## src/rtl/ctrl_unit_seq.sv

```systemverilog
// ctrl_unit_seq
// Registered ID-stage control unit with a block-transfer micro-op sequencer.
// It decodes a 32-bit ARM instruction into the ID/EX control bundle and
// registers it. Stall and flush requests from the pipeline are honoured.
// LDM/STM is expanded into one single-register load/store per set bit of
// the register list. Fetch is held while that sequence runs.
//
// Ports:
//   clk, reset_n        clock, asynchronous active-low reset
//   instr, instr_valid  instruction from IF/ID and its valid flag
//   stall_in            hold all state and outputs
//   flush               squash to NOP and abort any block sequence
//   ex_*                registered control bundle towards EX
//   uop_valid/reg/offset/last  block-transfer micro-op descriptor
//   if_stall            hold PC and IF/ID while a block is being expanded
module ctrl_unit_seq #(
    parameter int LIST_W    = 16,
    parameter int ADDR_STEP = 4,
    parameter int OFFS_W    = 6
) (
    input  logic              clk,
    input  logic              reset_n,
    input  logic [31:0]       instr,
    input  logic              instr_valid,
    input  logic              stall_in,
    input  logic              flush,
    output logic              ex_shift_imm,
    output logic [3:0]        ex_alu_op,
    output logic              ex_m_size,
    output logic              ex_m_enable,
    output logic              ex_m_rw,
    output logic              ex_load_inst,
    output logic              ex_s,
    output logic              ex_rf_enable,
    output logic              ex_b_instr,
    output logic              uop_valid,
    output logic [3:0]        uop_reg,
    output logic [OFFS_W-1:0] uop_offset,
    output logic              uop_last,
    output logic              if_stall
);

    typedef enum logic [0:0] {
        IDLE  = 1'b0,
        BLOCK = 1'b1
    } state_t;

    typedef struct packed {
        logic       shift_imm;
        logic [3:0] alu_op;
        logic       m_size;
        logic       m_enable;
        logic       m_rw;
        logic       load_inst;
        logic       s;
        logic       rf_enable;
        logic       b_instr;
    } ctrl_t;

    localparam logic [OFFS_W-1:0] STEP = OFFS_W'(ADDR_STEP);

    state_t              state_q, state_d;
    ctrl_t               ctrl_q, ctrl_d;
    logic                uop_valid_q, uop_valid_d;
    logic [3:0]          uop_reg_q, uop_reg_d;
    logic [OFFS_W-1:0]   uop_offset_q, uop_offset_d;
    logic                uop_last_q, uop_last_d;
    logic [LIST_W-1:0]   rem_q, rem_d;
    logic                blk_l_q, blk_l_d;
    logic                blk_u_q, blk_u_d;
    logic [OFFS_W-1:0]   cnt_q, cnt_d;

    logic [LIST_W-1:0]   list_in;
    logic                unused_instr;

    assign list_in      = instr[LIST_W-1:0];
    assign unused_instr = ^instr;

    // Index of the lowest set bit; the descending loop lets the lowest hit win.
    function automatic logic [3:0] low_idx(input logic [LIST_W-1:0] l);
        logic [3:0] idx;
        idx = '0;
        for (int i = LIST_W - 1; i >= 0; i--) begin
            if (l[i]) idx = 4'(i);
        end
        return idx;
    endfunction

    // A micro-op looks like a word-sized LS-imm load/store.
    function automatic ctrl_t ls_uop(input logic load, input logic up);
        ctrl_t c;
        c           = '0;
        c.shift_imm = 1'b1;
        c.alu_op    = up ? 4'b0100 : 4'b0010;
        c.m_enable  = 1'b1;
        c.m_rw      = ~load;
        c.load_inst = load;
        c.rf_enable = load;
        return c;
    endfunction

    // Next-state and next-output logic.
    // Priority is flush > stall > normal. The default is a NOP output with
    // the sequencer context held.
    always_comb begin
        state_d      = state_q;
        ctrl_d       = '0;
        uop_valid_d  = 1'b0;
        uop_reg_d    = '0;
        uop_offset_d = '0;
        uop_last_d   = 1'b0;
        rem_d        = rem_q;
        blk_l_d      = blk_l_q;
        blk_u_d      = blk_u_q;
        cnt_d        = cnt_q;

        if (flush) begin
            state_d = IDLE;
            rem_d   = '0;
        end else if (stall_in) begin
            ctrl_d       = ctrl_q;
            uop_valid_d  = uop_valid_q;
            uop_reg_d    = uop_reg_q;
            uop_offset_d = uop_offset_q;
            uop_last_d   = uop_last_q;
        end else begin
            case (state_q)
                IDLE: begin
                    if (instr_valid && (instr != 32'd0)) begin
                        case (instr[27:25])
                            3'b000: begin
                                ctrl_d.s         = instr[20];
                                ctrl_d.alu_op    = instr[24:21];
                                ctrl_d.rf_enable = 1'b1;
                                ctrl_d.shift_imm = (instr[11:7] != 5'd0);
                            end
                            3'b001: begin
                                ctrl_d.s         = instr[20];
                                ctrl_d.alu_op    = instr[24:21];
                                ctrl_d.rf_enable = 1'b1;
                                ctrl_d.shift_imm = 1'b1;
                            end
                            3'b010, 3'b011: begin
                                ctrl_d.shift_imm = ~instr[25];
                                ctrl_d.load_inst = instr[20];
                                ctrl_d.m_size    = instr[22];
                                ctrl_d.m_enable  = 1'b1;
                                ctrl_d.m_rw      = ~instr[20];
                                ctrl_d.rf_enable = instr[20];
                                ctrl_d.alu_op    = instr[23] ? 4'b0100 : 4'b0010;
                            end
                            3'b101: begin
                                ctrl_d.b_instr   = 1'b1;
                                ctrl_d.rf_enable = instr[24];
                                ctrl_d.alu_op    = instr[24] ? 4'b0100 : 4'b0010;
                            end
                            3'b100: begin
                                if (list_in != '0) begin
                                    ctrl_d       = ls_uop(instr[20], instr[23]);
                                    uop_valid_d  = 1'b1;
                                    uop_reg_d    = low_idx(list_in);
                                    uop_offset_d = '0;
                                    // x & (x-1) clears the lowest set bit
                                    rem_d        = list_in & (list_in - 1'b1);
                                    blk_l_d      = instr[20];
                                    blk_u_d      = instr[23];
                                    cnt_d        = STEP;
                                    if (rem_d != '0) begin
                                        state_d = BLOCK;
                                    end else begin
                                        uop_last_d = 1'b1;
                                    end
                                end
                            end
                            default: ;
                        endcase
                    end
                end
                BLOCK: begin
                    ctrl_d       = ls_uop(blk_l_q, blk_u_q);
                    uop_valid_d  = 1'b1;
                    uop_reg_d    = low_idx(rem_q);
                    uop_offset_d = cnt_q;
                    cnt_d        = cnt_q + STEP;
                    rem_d        = rem_q & (rem_q - 1'b1);
                    if (rem_d == '0) begin
                        uop_last_d = 1'b1;
                        state_d    = IDLE;
                    end
                end
                default: state_d = IDLE;
            endcase
        end
    end

    always_ff @(posedge clk or negedge reset_n) begin
        if (!reset_n) begin
            state_q      <= IDLE;
            ctrl_q       <= '0;
            uop_valid_q  <= 1'b0;
            uop_reg_q    <= '0;
            uop_offset_q <= '0;
            uop_last_q   <= 1'b0;
            rem_q        <= '0;
            blk_l_q      <= 1'b0;
            blk_u_q      <= 1'b0;
            cnt_q        <= '0;
        end else begin
            state_q      <= state_d;
            ctrl_q       <= ctrl_d;
            uop_valid_q  <= uop_valid_d;
            uop_reg_q    <= uop_reg_d;
            uop_offset_q <= uop_offset_d;
            uop_last_q   <= uop_last_d;
            rem_q        <= rem_d;
            blk_l_q      <= blk_l_d;
            blk_u_q      <= blk_u_d;
            cnt_q        <= cnt_d;
        end
    end

    assign ex_shift_imm = ctrl_q.shift_imm;
    assign ex_alu_op    = ctrl_q.alu_op;
    assign ex_m_size    = ctrl_q.m_size;
    assign ex_m_enable  = ctrl_q.m_enable;
    assign ex_m_rw      = ctrl_q.m_rw;
    assign ex_load_inst = ctrl_q.load_inst;
    assign ex_s         = ctrl_q.s;
    assign ex_rf_enable = ctrl_q.rf_enable;
    assign ex_b_instr   = ctrl_q.b_instr;
    assign uop_valid    = uop_valid_q;
    assign uop_reg      = uop_reg_q;
    assign uop_offset   = uop_offset_q;
    assign uop_last     = uop_last_q;
    assign if_stall     = (state_q == BLOCK);

endmodule

```

## config.mk

```make
export PLATFORM = sky130hd
export DESIGN_NAME = ctrl_unit_seq
export DESIGN_NICKNAME = d
export VERILOG_FILES = /design/src/rtl/ctrl_unit_seq.sv
export SDC_FILE = /design/constraint.sdc
export NUM_CORES = 1
export LEC_CHECK = 0
export ABC_AREA = 1
export ABC_CLOCK_PERIOD_IN_PS = 1850
export CAP_MARGIN = 20
export CORE_MARGIN = 3
export CORE_UTILIZATION = 35
export DETAILED_ROUTE_END_ITERATION = 10
export GPL_TIMING_DRIVEN = 0
export PLACE_DENSITY_LB_ADDON = 0.05
export SKIP_CTS_REPAIR_TIMING = 1
export SLEW_MARGIN = 25
export SYNTH_ARGS = -nofsm -noshare
export SYNTH_HDL_FRONTEND = slang
export SYNTH_SLANG_ARGS = --single-unit
```

## constraint.sdc

```tcl
create_clock -name clk -period 1.85 [get_ports clk]
set_input_delay 0.2775 -clock clk [delete_from_list [all_inputs] [get_ports clk]]
set_output_delay 0.2775 -clock clk [all_outputs]
set_load 0.02 [all_outputs]
```

# After elaboration in Yosys (flattened, before gate mapping)
# Cells that the tools add are included.
# totals
ram_bits,0
memories,0
register_bits,49
latchBits,0
input_bits,37
rom_bits,0
# classes
mul,0
n_bitwise,8
div_mod_pow,0
eq_ne,12
reduce_logical,12
magnitude_cmp,0
addsub,3
muxes,87
shift,0
# op_table
cell,count
two-way mux 4 bit,37
two-way mux 16 bit,5
two-way mux 12 bit,4
AND 16 bit,2
one-hot mux 16 bit (2 select lines),1
nonzero test 16 bit,2
nonzero test 32 bit,1
"subtractor 16 x 1 -> 16 bit, second input constant",2
two-way mux 6 bit,5
one-hot mux 12 bit (2 select lines),1
one-hot mux 6 bit (2 select lines),2
two-way mux 1 bit,19
logical NOT 16 bit,1
one-hot mux 4 bit (2 select lines),2
one-hot mux 4 bit (4 select lines),1
one-hot mux 1 bit (2 select lines),5
two-way mux 3 bit,3
one-hot mux 1 bit (4 select lines),2
"adder 6 x 3 -> 6 bit, second input constant",1
"== test 3 x 2 -> 1 bit, second input constant",2
"== test 3 bit, second input constant",2
"!= test 3 bit, second input constant",2
NOT 1 bit,6
AND reduction 6 bit,1
10 further kinds,13

# Longest topological paths before layout
# Gate-level depths: netlist of the first run.
# logic_depth
word_depth,22
depth_mapped,19
ltp_nobuf,19

# Worst setup path before layout of the first run
# OpenSTA, ideal clock, no wires.
# synth_path
path_kind,reg-to-reg
start,register state_q (netlist: if_stall)
end,register rem_q[6]
required_ps,1728
setup_time_ps,122
synth_period_minus_slack_ps,1727
n_path_buf,2
path_stages_with_launch,9
arrival_time_ps,1605
setup_slack_ps,123
cell_sequence,dfrtp_1 nor2_1 clkinv_1 o21ai_2 inv_1 buf_6 buf_6 nand2_1 o21ai_1
# synth_between
elab_chain_len,4
elab_cells_between_ends,8
# synth_rtl
item,line,text
"start, declared",62,"state_t state_q, state_d;"
"start signal, assigned",209,state_q <= state_d;
NOT 1 bit (no line),--,
one-hot mux 16 bit (2 select lines),127,case (state_q)
two-way mux 16 bit,120,end else if (stall_in) begin
two-way mux 16 bit,117,if (flush) begin
"end signal, assigned",215,rem_q <= rem_d;
"end, declared",68,"logic [LIST_W-1:0] rem_q, rem_d;"
# Several ways; a longest one is shown, not always the timed one. The select of a mux whose other input is x is not followed.
# A chain may end at the register's enable or synchronous reset.

# Final worst setup path of the first run
# layout_path
start,register rem_q[5]
end,register uop_last_q (netlist: uop_last)
# layout_between
elab_chain_len,7
# layout_rtl
item,line,text
subtractor 16 x 1 -> 16 bit,185,rem_d = rem_q & (rem_q - 1'b1);
AND 16 bit (*),185,
logical NOT 16 bit (*),186,if (rem_d == '0) begin
two-way mux 1 bit (*),186,
one-hot mux 1 bit (2 select lines) (*),127,
two-way mux 1 bit (*),120,
two-way mux 1 bit (*),117,
"end signal, assigned",214,uop_last_q <= uop_last_d;
"end, declared",67,"logic uop_last_q, uop_last_d;"
# Every way passes the cells marked *; elsewhere a longest branch is shown, timed or not. The select of a mux whose other input is x is not followed.

==> out/qor_table.md, run 1 <==
| Group | Parameter | This run |
| --- | --- | --- |
| setup path | Data required time of the worst path | 2.11 ns |
| yosys | Yosys reg bits | 45 |
| detailed routing | Number of iterations in the first detailed-routing pass | 4 |
| final layout | # nets final | 523 |
| setup path | Worst path bufs/invs | 2 |
| final layout | Most flop-heavy register | rem_q |
| global route | Wire length of the first global-routing pass | 13600 µm |
| floorplanning | Number of placed I/O pins | 62 |
| setup path | Start-to-end type of the worst setup path | flop to flop |
| timing | Final Setup Violations | 7 |
| setup path | Nature of the critical path endpoint | flop |
| cts | Master cell of the clock root buffer | clkbuf_8 |
| yosys | Average cell area after synthesis | 7.10 µm² |
| setup path | Crit path largest cell delay | 0.43 ns |
| timing | Fin Clk Skew | 0.0118 ns |
| cts | Worst-Skew Late Latency | 0.32 ns |
| pwr | Relative contribution of the clock network to total power | 0.311 |
| worst hold path | Type of the most critical hold path | primary input to flop |
| cts | Clock transition at the register clock pins on the worst setup and hold paths after CTS | 0.10 ns |
| global route | Vias in the first global route | 2761 |
| pwr | Internal power | 1740 µW |
| floorplanning | Horizontal die dimension | 96.2 µm |
| setup path | Arrival @ worst endpoint | 2.15 ns |
| setup path | Worst setup SP type | flop |
| yosys | Most instantiated library cell after synthesis | nand2_1 |
| timing | Final Max Slew Viols | 0 |
| pwr | Reg power frac | 0.427 |
| timing | Final hold slack | 0.352 ns |
| timing | Minimum period implied by the final worst setup slack | 1.89 ns |
| detailed routing | DR vias/cell | 4.97 |
| cts | Clock tree from TritonCTS | yes |
| detailed routing | Wire length reported by the detailed router | 8640 µm |
| placed design | Worst setup timing slack at the placement stage | -0.559 ns |
| pwr | Part of the power in combinational logic | 0.262 |
| yosys | Flip-flop cell with the highest count after synthesis | dfrtp_1 |
| floorplanning | Total die area | 9250 µm² |
| yosys | Total nets after synthesis | 439 |
| final layout | Flip-flop count of the largest register, all copies and words added | 15 |
| floorplanning | Std-Cell Core Area | 7810 µm² |
| floorplanning | Starting utilization of the core area | 0.364 |
| timing | Top achievable clock speed | 530 MHz |
| yosys | Synth top area share | 0.396 |
| flow run | Max-Cap Viols | 0 |
| yosys | Cell taking the most area after synthesis | dfrtp_1 |
| run status | Violated checks | negative setup slack |
| detailed routing | Detail Route Antenna Nets | 0 |
| detailed routing | Wirelength per Cell | 14.7 µm |
| run status | Run status | finished, violations left |
| setup path | Library cell contributing the largest single delay on the critical path | dfrtp_1 |
| yosys | Sequential cell area fraction in the yosys report | 0.396 |
| cts | H-tree levels | 2 |
| yosys | YS warnings | 0 |
| placed design | Total of buffers placed on input and output ports | 61 |
| cts | Num Clock Sinks | 45 |
| timing | Final sum of negative setup slack | -0.0961 ns |
| global route | GRT met3 Usage | 0.0414 |
| global route | Global routing's busiest layer | met1 |
| global route | Global Route Usage Sum | 0.190 |
| yosys | Area of the mapped netlist | 2850 µm² |
| global route | Initial antenna violation count | 0 |
| timing | Setup repair after global routing missed its margin | true |
| setup path | Chain of cells forming the critical path | nor2_2, inv_2, nor2_4, buf_4, nand4_1, o21ai_0, nand3_2, o21ai_2, nand3_1, nand2_1 |
| timing | Final Worst Setup Slack | -0.0366 ns |
| pwr | Switching Power | 857 µW |
| yosys | Number of cells produced by synthesis | 401 |
| final layout | Share of post-route cells with drive strength above 1 | 0.177 |
| detailed routing | Count of unresolved DRC violations after routing | 0 |
| detailed routing | 1st-iter DRT viols | 100 |
| placed design | Placed cell areas | 3580 µm² |
| global route | GR Util met1 | 0.288 |
| setup path | CP delay by family, top | simple AND/OR/NAND/NOR gates |
| cts | Number of clock buffers inserted by TritonCTS | 5 |
| pwr | Cell leakage power | 0.00199 µW |
| floorplanning | Die Span Y | 96.2 µm |
| global route | Met2 Usage GRT | 0.281 |
| yosys | Leading cell types by count after synthesis | nand2_1 (118), inv_1 (52), dfrtp_1 (45) |
| setup path | Highest net fanout along the worst path | 5 |
| global route | Maximum number of pins on one net before global-route repair | 46 |
| final layout | Final std cell area, no fill | 3990 µm² |
| yosys | Number of flops mapped to enable cells by yosys | 0 |
| cts | Maximum clock insertion buffer count | 2 |
| placed design | HPWL after detailed placement | 6510 µm |
| pwr | VDD IR max | 322 µV |
| yosys | Post-synthesis async set-or-reset flop share | 1.00 |
| pwr | Proportion of total power due to net switching | 0.330 |
| global route | Overall overflow remaining after global route | 0 |
| yosys | Number of unique standard cell types used by synthesis | 37 |
| pwr | Power per unit of standard cell area | 651 nW/µm² |
| timing | Crit share post-route | 1.02 |
| placed design | Placer Congestion | 0.906 |
| timing | Least-Margin Pin Slew | 0.591 ns |
| floorplanning | Floorplan row count | 32 |
| yosys | Cell types with the largest area share after synthesis | dfrtp_1 (40%), nand2_1 (16%), inv_1 (6.9%) |
| timing | Final hold violations | 0 |
| timing | Max-slew headroom at the worst pin | 0.606 |
| final layout | Area overhead of the layout relative to synthesis | 40.1% |
| detailed routing | Vias after detailed routing | 2925 |
| final layout | Antenna Cells | 0 |
power by group through the flow:
stage | registers (µW) | logic (µW) | clock network, µW
2_1_floorplan | 1120 | 359 | 0
3_3_place_gp | 1120 | 611 | 0
3_5_place_dp | 1120 | 611 | 0
4_1_cts | 1110 | 613 | 827
5_1_grt | 1120 | 769 | 876
6_report | 1110 | 680 | 807
worst register-to-register path, cell delays in order (launching register included):
cell and delay, ns:
dfrtp_1 0.43, nor2_2 0.17, inv_2 0.06, nor2_4 0.16, buf_4 0.13, nand4_1 0.11
o21ai_0 0.32, nand3_2 0.18, o21ai_2 0.11, nand3_1 0.10, nand2_1 0.07
layer usage:
| layer | vias up | part of all wire |
|---|---|---|
| li1 | 1497 | - |
| met1 | 1359 | 0.51 |
| met2 | 66 | 0.43 |
| met3 | 3 | 0.052 |
| met4 | 0 | 0.0022 |
| met5 | - | 0 |
worst paths after layout:
path	startpoint	endpoint	slack [ns]	cells past startpoint
hold reg to reg	ex_alu_op[2]$_DFFE_PN0N_	ex_alu_op[2]$_DFFE_PN0N_	0.49	2
min in group asynchronous	reset_n	rem_q[8]$_DFFE_PN0P_	0.49	2
max in group asynchronous	reset_n	if_stall$_DFFE_PN0N_	0.92	2
hold / removal	instr[1]	rem_q[1]$_DFFE_PN0P_	0.35	3
setup reg to reg	rem_q[5]$_DFFE_PN0P_	uop_last$_DFFE_PN0N_	-0.04	10
setup / recovery	rem_q[5]$_DFFE_PN0P_	uop_last$_DFFE_PN0N_	-0.04	10
stage by stage:
stage,std cells,util,power (µW)
after floorplan,401,-,1480
after CTS,572,0.474,2540
after global placement,564,0.459,1740
final,588,0.511,2600
after global routing,588,0.511,2760
after detailed placement,564,0.459,1730
layout make-up:
cell class                 instances  area, µm²
clock inverter                     3       47.5
inverter                          55        209
buffer                             9       57.6
clock buffer                       5       68.8
sequential                        45       1130
multi-input combinational        292       1580
fill                             803       3820
timing repair buffer              77        766
tap                              102        128
logic make-up after synthesis:
kind of cell               share of synthesized area
xor gates and xnor gates                     0.00616
DFF                                            0.396
muxes                                        0.00396
buffers and inverters                         0.0941
AOI/OAI and AO/OA                              0.191
adders and majority gates                    0.00440
and+or+nand+nor                                0.305
cells in the final DEF, fill, tap and decap left out, types with 6 or more instances in the layout:
master,instances
a21oi_1,10
a32o_1,6
buf_4,18
clkdlybuf4s50_1,46
dfrtp_1,44
dlymetal6s2s_1,14
inv_1,49
nand2_1,113
nand2_2,7
nand3_1,15
nand4_1,7
nor2_1,23
nor2_2,13
nor2_4,8
nor3_1,6
o21ai_0,23
o21ai_1,9
o21ai_2,11
o22ai_1,10
o31ai_1,6
Note: power is estimated with default switching activity, not from simulation.
==> run 2: changes to the inputs <==
--- a/config.mk
+++ b/config.mk
@@ -12,7 +12,7 @@
 export CORE_UTILIZATION = 35
 export DETAILED_ROUTE_END_ITERATION = 10
 export GPL_TIMING_DRIVEN = 0
-export PLACE_DENSITY_LB_ADDON = 0.05
+export PLACE_DENSITY = 0.58
 export SKIP_CTS_REPAIR_TIMING = 1
 export SLEW_MARGIN = 25
 export SYNTH_ARGS = -nofsm -noshare
==> out/qor_table.md, run 2 (synthesis results as in run 1) <==
| Group | Parameter | This run | Delta |
| --- | --- | --- | --- |
| run status | Run status | finished, violations left |  |
| run status | Violated checks | negative hold slack, negative setup slack |  |
| timing | Fin Clk Skew | 0.00464 ns | -0.00721 ns |
| worst hold path | Type of the most critical hold path | primary input to asynchronous set/reset pin |  |
| detailed routing | DR vias/cell | 5.16 | +3.8% |
| timing | Top achievable clock speed | 534 MHz | +0.79% |
| final layout | Area overhead of the layout relative to synthesis | 39.8% |  |
| timing | Final Setup Violations | 1 | -6 |
| setup path | Nature of the critical path endpoint | flop |  |
| cts | H-tree levels | 2 | unchanged |
| setup path | CP delay by family, top | buffers and inverters |  |
| final layout | Leading cell types in the layout, fill and taps excluded | nand2_1 (113), inv_1 (50), clkdlybuf4s50_1 (45) |  |
| pwr | Power per unit of standard cell area | 640 nW/µm² | -1.8% |
| cts | Number of clock buffers inserted by TritonCTS | 5 | unchanged |
| setup path | Library cell contributing the largest single delay on the critical path | clkdlybuf4s50_1 |  |
| global route | Global Route Usage Sum | 0.182 | -0.00794 |
| setup path | Worst path bufs/invs | 3 | +1 |
| timing | Max-slew headroom at the worst pin | 0.614 | +0.00803 |
| placed design | Placer Congestion | 0.870 | -4.0% |
| cts | Worst-Skew Late Latency | 0.30 ns | -0.02 ns |
| placed design | HPWL after detailed placement | 6420 µm | -1.4% |
| global route | Maximum number of pins on one net before global-route repair | 46 | unchanged |
| setup path | Highest net fanout along the worst path | 6 | +1 |
| global route | Vias in the first global route | 2699 | -2.2% |
| floorplanning | Horizontal die dimension | 96.2 µm | unchanged |
| detailed routing | Detail Route Antenna Nets | 0 | unchanged |
| floorplanning | Total die area | 9250 µm² | unchanged |
| detailed routing | Vias after detailed routing | 3010 | +2.9% |
| setup path | Chain of cells forming the critical path | clkdlybuf4s50_1, nor2_2, inv_1, nor2_1, inv_1, nor2_4, mux2_2 |  |
| floorplanning | Floorplan row count | 32 | unchanged |
| cts | Maximum clock insertion buffer count | 2 | unchanged |
| timing | Final Worst Setup Slack | -0.0219 ns | +0.0147 ns |
| pwr | Tot Pwr | 2540 µW | -2.0% |
| timing | Least-Margin Pin Slew | 0.579 ns | -0.0120 ns |
| final layout | Number of standard cells in the layout, taps in and fillers out | 583 | -0.85% |
| cts | Clock tree from TritonCTS | yes |  |
| floorplanning | Number of placed I/O pins | 62 | unchanged |
| setup path | Arrival @ worst endpoint | 2.06 ns | -0.09 ns |
| final layout | # nets final | 519 | -0.76% |
| final layout | Flip-flop count of the largest register, all copies and words added | 15 | unchanged |
| floorplanning | Starting utilization of the core area | 0.364 | unchanged |
| detailed routing | Count of unresolved DRC violations after routing | 0 | unchanged |
| final layout | Most common library cell in the layout ignoring fill and taps | nand2_1 |  |
| placed design | Total of buffers placed on input and output ports | 61 | unchanged |
| timing | Final hold slack | -0.0338 ns | -0.385 ns |
| floorplanning | Std-Cell Core Area | 7810 µm² | unchanged |
| detailed routing | Wire length reported by the detailed router | 8500 µm | -1.6% |
| final layout | Most flop-heavy register | rem_q |  |
| flow run | Max-Cap Viols | 0 | unchanged |
| cts | Master cell of the clock root buffer | clkbuf_8 |  |
| timing | Final Max Slew Viols | 0 | unchanged |
| timing | Minimum period implied by the final worst setup slack | 1.87 ns | -0.0147 ns |
| timing | Setup repair after global routing missed its margin | true |  |
| detailed routing | Met2 Routed Length | 3790 µm | +1.7% |
| global route | Overall overflow remaining after global route | 0 | unchanged |
| global route | Wire length of the first global-routing pass | 13200 µm | -3.1% |
| setup path | Cell with the most instances on the worst path | inv_1 |  |
| setup path | Data required time of the worst path | 2.04 ns | -0.07 ns |
| timing | Crit share post-route | 1.01 | -0.00795 |
| final layout | Filler instances | 788 | -1.9% |
| global route | Initial antenna violation count | 0 | unchanged |
| placed design | Placed Cells incl. Taps | 564 | unchanged |
| setup path | Worst setup SP type | primary input |  |
| detailed routing | Highest signal layer in the routed design | met4 |  |
| pwr | VDD IR max | 288 µV | -10% |
| setup path | Crit path largest cell delay | 0.54 ns | +0.11 ns |
| detailed routing | Number of iterations in the first detailed-routing pass | 5 | +1 |
| timing | Final sum of negative setup slack | -0.0219 ns | +0.0743 ns |
| detailed routing | Wirelength per Cell | 14.6 µm | -0.80% |
| final layout | Share of post-route cells with drive strength above 1 | 0.183 | +0.00600 |
| placed design | Worst setup timing slack at the placement stage | -0.599 ns | -0.0400 ns |
| timing | Final hold violations | 45 | +45 |
| setup path | Start-to-end type of the worst setup path | primary input to flop |  |
| cts | Clock transition at the register clock pins on the worst setup and hold paths after CTS | 0.09 ns | about the same |
| detailed routing | Routed wl met3 | 515 µm | +15% |
| pwr | Cell leakage power | 0.00197 µW | -0.81% |
| final layout | Antenna Cells | 0 | unchanged |
| floorplanning | Die Span Y | 96.2 µm | unchanged |
| setup path | Worst R2R Setup Slack | 0.06 ns | +0.10 ns |
| detailed routing | 1st-iter DRT viols | 189 | +89% |
| cts | Num Clock Sinks | 45 | unchanged |
| detailed routing | Total routed wire length on the met1 layer | 4140 µm | -6.9% |
-- run 2: worst paths after layout --
kind	startpoint	endpoint	cells after the start
setup / recovery	flush	blk_u_q$_DFFE_PN0P_	7
hold / removal	reset_n	ex_s$_DFFE_PN0N_	1
setup reg to reg	rem_q[2]$_DFFE_PN0P_	uop_last$_DFFE_PN0N_	10
hold reg to reg	ex_alu_op[2]$_DFFE_PN0N_	ex_alu_op[2]$_DFFE_PN0N_	2
max in group asynchronous	reset_n	if_stall$_DFFE_PN0N_	1
min in group clk	instr[1]	rem_q[1]$_DFFE_PN0P_	3
-- run 2: worst reg2reg max path, stage by stage, from the launching register on --
cell	delay (ns)
dfrtp_1	0.43
nor2_2	0.16
nand2_4	0.11
o21ai_2	0.16
nand4_1	0.12
nand3b_1	0.20
nor3_2	0.18
nand3_2	0.12
o21ai_2	0.10
nand3_1	0.09
nand2_1	0.07
-- run 2: layout make-up --
cell class                 count  area, µm²  area share
buffer                        10       62.6      0.0157
clock buffer                   5       68.8      0.0173
clock inverter                 2       35.0     0.00881
inverter                      55        206      0.0519
multi-input combinational    291       1610       0.406
sequential                    45       1130       0.284
tap                          102        128      0.0321
timing repair buffer          73        736       0.185
-- run 2: power by group --
| part | switching, µW | total [µW] | internal, µW |
|---|---|---|---|
| Combinational | 411 | 690 | 279 |
| Clock | 347 | 741 | 393 |
| Sequential | 63.4 | 1110 | 1050 |
-- run 2: routing by layer --
metal  GRT usage  vias up
li1            -     1492
met1       0.274     1419
met2       0.281       93
met3      0.0266        6
met4      0.0273        0
met5           0        -
-- run 2: through the flow --
stage / util / area [µm²]
floorplan: - / 2850
global placement: 0.459 / 3580
detailed placement: 0.459 / 3580
CTS: 0.472 / 3680
global route: 0.510 / 3980
finish: 0.510 / 3980
==> run 3: changes to the inputs <==
--- a/config.mk
+++ b/config.mk
@@ -13,6 +13,7 @@
 export DETAILED_ROUTE_END_ITERATION = 10
 export GPL_TIMING_DRIVEN = 0
 export PLACE_DENSITY = 0.58
+export REMOVE_ABC_BUFFERS = 1
 export SKIP_CTS_REPAIR_TIMING = 1
 export SLEW_MARGIN = 25
 export SYNTH_ARGS = -nofsm -noshare
==> out/qor_table.md, run 3 (synthesis results as in run 1) <==
| Group | Parameter | This run | Delta |
| --- | --- | --- | --- |
| floorplanning | Total die area | 9250 µm² | unchanged |
| cts | H-tree levels | 2 | unchanged |
| global route | Overall overflow remaining after global route | 0 | unchanged |
| setup path | Arrival @ worst endpoint | 2.13 ns | +0.07 ns |
| detailed routing | Vias after detailed routing | 3027 | +0.56% |
| setup path | Source of the worst register-to-register timing path | rem_q[4]$_DFFE_PN0P_ |  |
| final layout | Share of post-route cells with drive strength above 1 | 0.204 | +0.0211 |
| timing | Max-slew headroom at the worst pin | 0.603 | -0.0112 |
| setup path | Worst R2R Setup Slack | -0.02 ns | -0.08 ns |
| setup path | Highest net fanout along the worst path | 4 | -2 |
| setup path | Cell depth of the worst flop-to-flop path | 11 | +1 |
| cts | Number of clock buffers inserted by TritonCTS | 5 | unchanged |
| detailed routing | Detail Route Antenna Nets | 0 | unchanged |
| setup path | Library cell contributing the largest single delay on the critical path | dfrtp_1 |  |
| final layout | # nets final | 532 | +2.5% |
| floorplanning | Std-Cell Core Area | 7810 µm² | unchanged |
| global route | Initial antenna violation count | 0 | unchanged |
| detailed routing | Wire length reported by the detailed router | 8520 µm | +0.15% |
| pwr | Power per unit of standard cell area | 644 nW/µm² | +0.64% |
| floorplanning | Horizontal die dimension | 96.2 µm | unchanged |
| timing | Final hold slack | -0.0314 ns | +0.00238 ns |
| global route | Maximum number of pins on one net before global-route repair | 46 | unchanged |
| setup path | Chain of cells forming the critical path | nor2_2, inv_2, nor2_4, nand2_4, o21ai_2, nand4_1, nor3_2, nand3_2, o21ai_2, nand3_1, nand2_1 |  |
| global route | Vias in the first global route | 2690 | -0.33% |
| placed design | HPWL after detailed placement | 6040 µm | -5.9% |
| setup path | Critical Path Sink | uop_last$_DFFE_PN0N_ |  |
| cts | Clock transition at the register clock pins on the worst setup and hold paths after CTS | 0.10 ns | about the same |
| final layout | Antenna Cells | 0 | unchanged |
| placed design | Placer Congestion | 0.875 | +0.57% |
| final layout | Flip-flop count of the largest register, all copies and words added | 15 | unchanged |
| final layout | Most flop-heavy register | rem_q |  |
| final layout | Area overhead of the layout relative to synthesis | 44.5% |  |
| timing | Final Worst Setup Slack | -0.0233 ns | -0.00141 ns |
| flow run | Max-Cap Viols | 0 | unchanged |
| timing | Least-Margin Pin Slew | 0.596 ns | +0.0167 ns |
| setup path | Worst path bufs/invs | 1 | -2 |
| placed design | Total of buffers placed on input and output ports | 61 | unchanged |
| setup path | Endpoint of the lowest-slack register-to-register path | uop_last$_DFFE_PN0N_ |  |
| global route | Wire length of the first global-routing pass | 12800 µm | -2.7% |
| setup path | Origin of the worst setup path | rem_q[4]$_DFFE_PN0P_ |  |
| setup path | Cell with the most instances on the worst path | o21ai_2 |  |
| timing | Minimum period implied by the final worst setup slack | 1.87 ns | +0.00141 ns |
| timing | Final hold violations | 45 | unchanged |
| timing | Crit share post-route | 1.01 | about the same |
| setup path | CP delay by family, top | simple AND/OR/NAND/NOR gates |  |
| floorplanning | Number of placed I/O pins | 62 | unchanged |
| detailed routing | Number of iterations in the first detailed-routing pass | 7 | +2 |
| floorplanning | Starting utilization of the core area | 0.364 | unchanged |
| timing | Fin Clk Skew | 0.0133 ns | +0.00867 ns |
| timing | Top achievable clock speed | 534 MHz | about the same |
| setup path | Crit path largest cell delay | 0.43 ns | -0.11 ns |
| final layout | Leading cell types in the layout, fill and taps excluded | nand2_1 (115), inv_1 (47), dfrtp_1 (44) |  |
| timing | Final sum of negative setup slack | -0.0281 ns | -0.00622 ns |
| pwr | Tot Pwr | 2650 µW | +4.0% |
| detailed routing | Wirelength per Cell | 14.3 µm | -2.2% |
| timing | Setup repair after global routing missed its margin | true |  |
| pwr | Cell leakage power | 0.00208 µW | +5.7% |
| cts | Num Clock Sinks | 45 | unchanged |
| setup path | Worst setup SP type | flop |  |
| floorplanning | Die Span Y | 96.2 µm | unchanged |
| detailed routing | 1st-iter DRT viols | 181 | -4.2% |
| run status | Run status | finished, violations left |  |
| global route | Global Route Usage Sum | 0.175 | -0.00701 |
| floorplanning | Floorplan row count | 32 | unchanged |
| pwr | VDD IR max | 352 µV | +22% |
| setup path | Path length in cells of the critical path | 11 | +4 |
| detailed routing | Count of unresolved DRC violations after routing | 0 | unchanged |
| cts | Master cell of the clock root buffer | clkbuf_8 |  |
| setup path | Data required time of the worst path | 2.10 ns | +0.06 ns |
| worst hold path | Type of the most critical hold path | primary input to asynchronous set/reset pin |  |
| setup path | Nature of the critical path endpoint | flop |  |
| setup path | Start-to-end type of the worst setup path | flop to flop |  |
| timing | Final Max Slew Viols | 0 | unchanged |
| cts | Maximum clock insertion buffer count | 2 | unchanged |
| cts | Worst-Skew Late Latency | 0.31 ns | about the same |
| timing | Final Setup Violations | 2 | +1 |
| cts | Clock tree from TritonCTS | yes |  |
| run status | Violated checks | negative hold slack, negative setup slack |  |
| detailed routing | DR vias/cell | 5.07 | -1.8% |
| final layout | Most common library cell in the layout ignoring fill and taps | nand2_1 |  |
[run 3: changes by cell type in the layout (fill, tap and decap cells not counted), moves of 3 or more]
cell | previous run | this run
clkbuf_1 | 4 | 0
clkdlybuf4s50_1 | 45 | 42
buf_4 | 15 | 32
nand2_2 | 6 | 3
dlymetal6s2s_1 | 15 | 18
inv_1 | 50 | 47
o21ai_2 | 12 | 9
clkinvlp_4 | 0 | 3
[run 3: report_power, final]
part | total (µW) | switching (µW) | internal (µW)
sequential | 1110 | 61.3 | 1050
combinational | 725 | 413 | 312
clock | 811 | 398 | 413
[run 3: how the worst min path moves through the flow]
stage	endpoint	slack, ns	cells after the start
after floorplan	blk_l_q$_DFFE_PN0P_	-0.02	0
after global placement	uop_reg[2]$_DFFE_PN0N_	0.47	2
after detailed placement	ex_alu_op[3]$_DFFE_PN0N_	0.33	1
after CTS	ex_alu_op[2]$_DFFE_PN0N_	-0.008	1
after global routing	ex_alu_op[1]$_DFFE_PN0N_	0.004	1
final	ex_alu_op[3]$_DFFE_PN0N_	-0.03	1
[run 3: cell type report]
type / instances / area, µm²
clock inverter: 3 / 47.5
tap: 102 / 128
timing repair buffer: 95 / 923
timing repair inverter: 1 / 7.51
clock buffer: 5 / 68.8
multi-input combinational: 291 / 1590
inverter: 55 / 214
fill: 740 / 3690
sequential: 45 / 1130
[run 3: per-layer routing]
metal	global-route usage	share of wire
met5	0	0
met4	0.0379	0.0075
met3	0.0258	0.056
met2	0.271	0.46
met1	0.258	0.47
[run 3: through the flow]
stage | area [µm²] | instances | hold slack [ns] | util | setup WS (ns)
2_1_floorplan | 2780 | 391 | -0.0181 | - | -0.0997
3_3_place_gp | 3520 | 554 | 0.467 | 0.451 | -1.39
3_5_place_dp | 3540 | 555 | 0.328 | 0.453 | -0.967
4_1_cts | 3650 | 563 | -0.00782 | 0.468 | -0.702
5_1_grt | 4110 | 597 | 0.00430 | 0.527 | -0.170
6_report | 4110 | 597 | -0.0314 | 0.527 | -0.0233
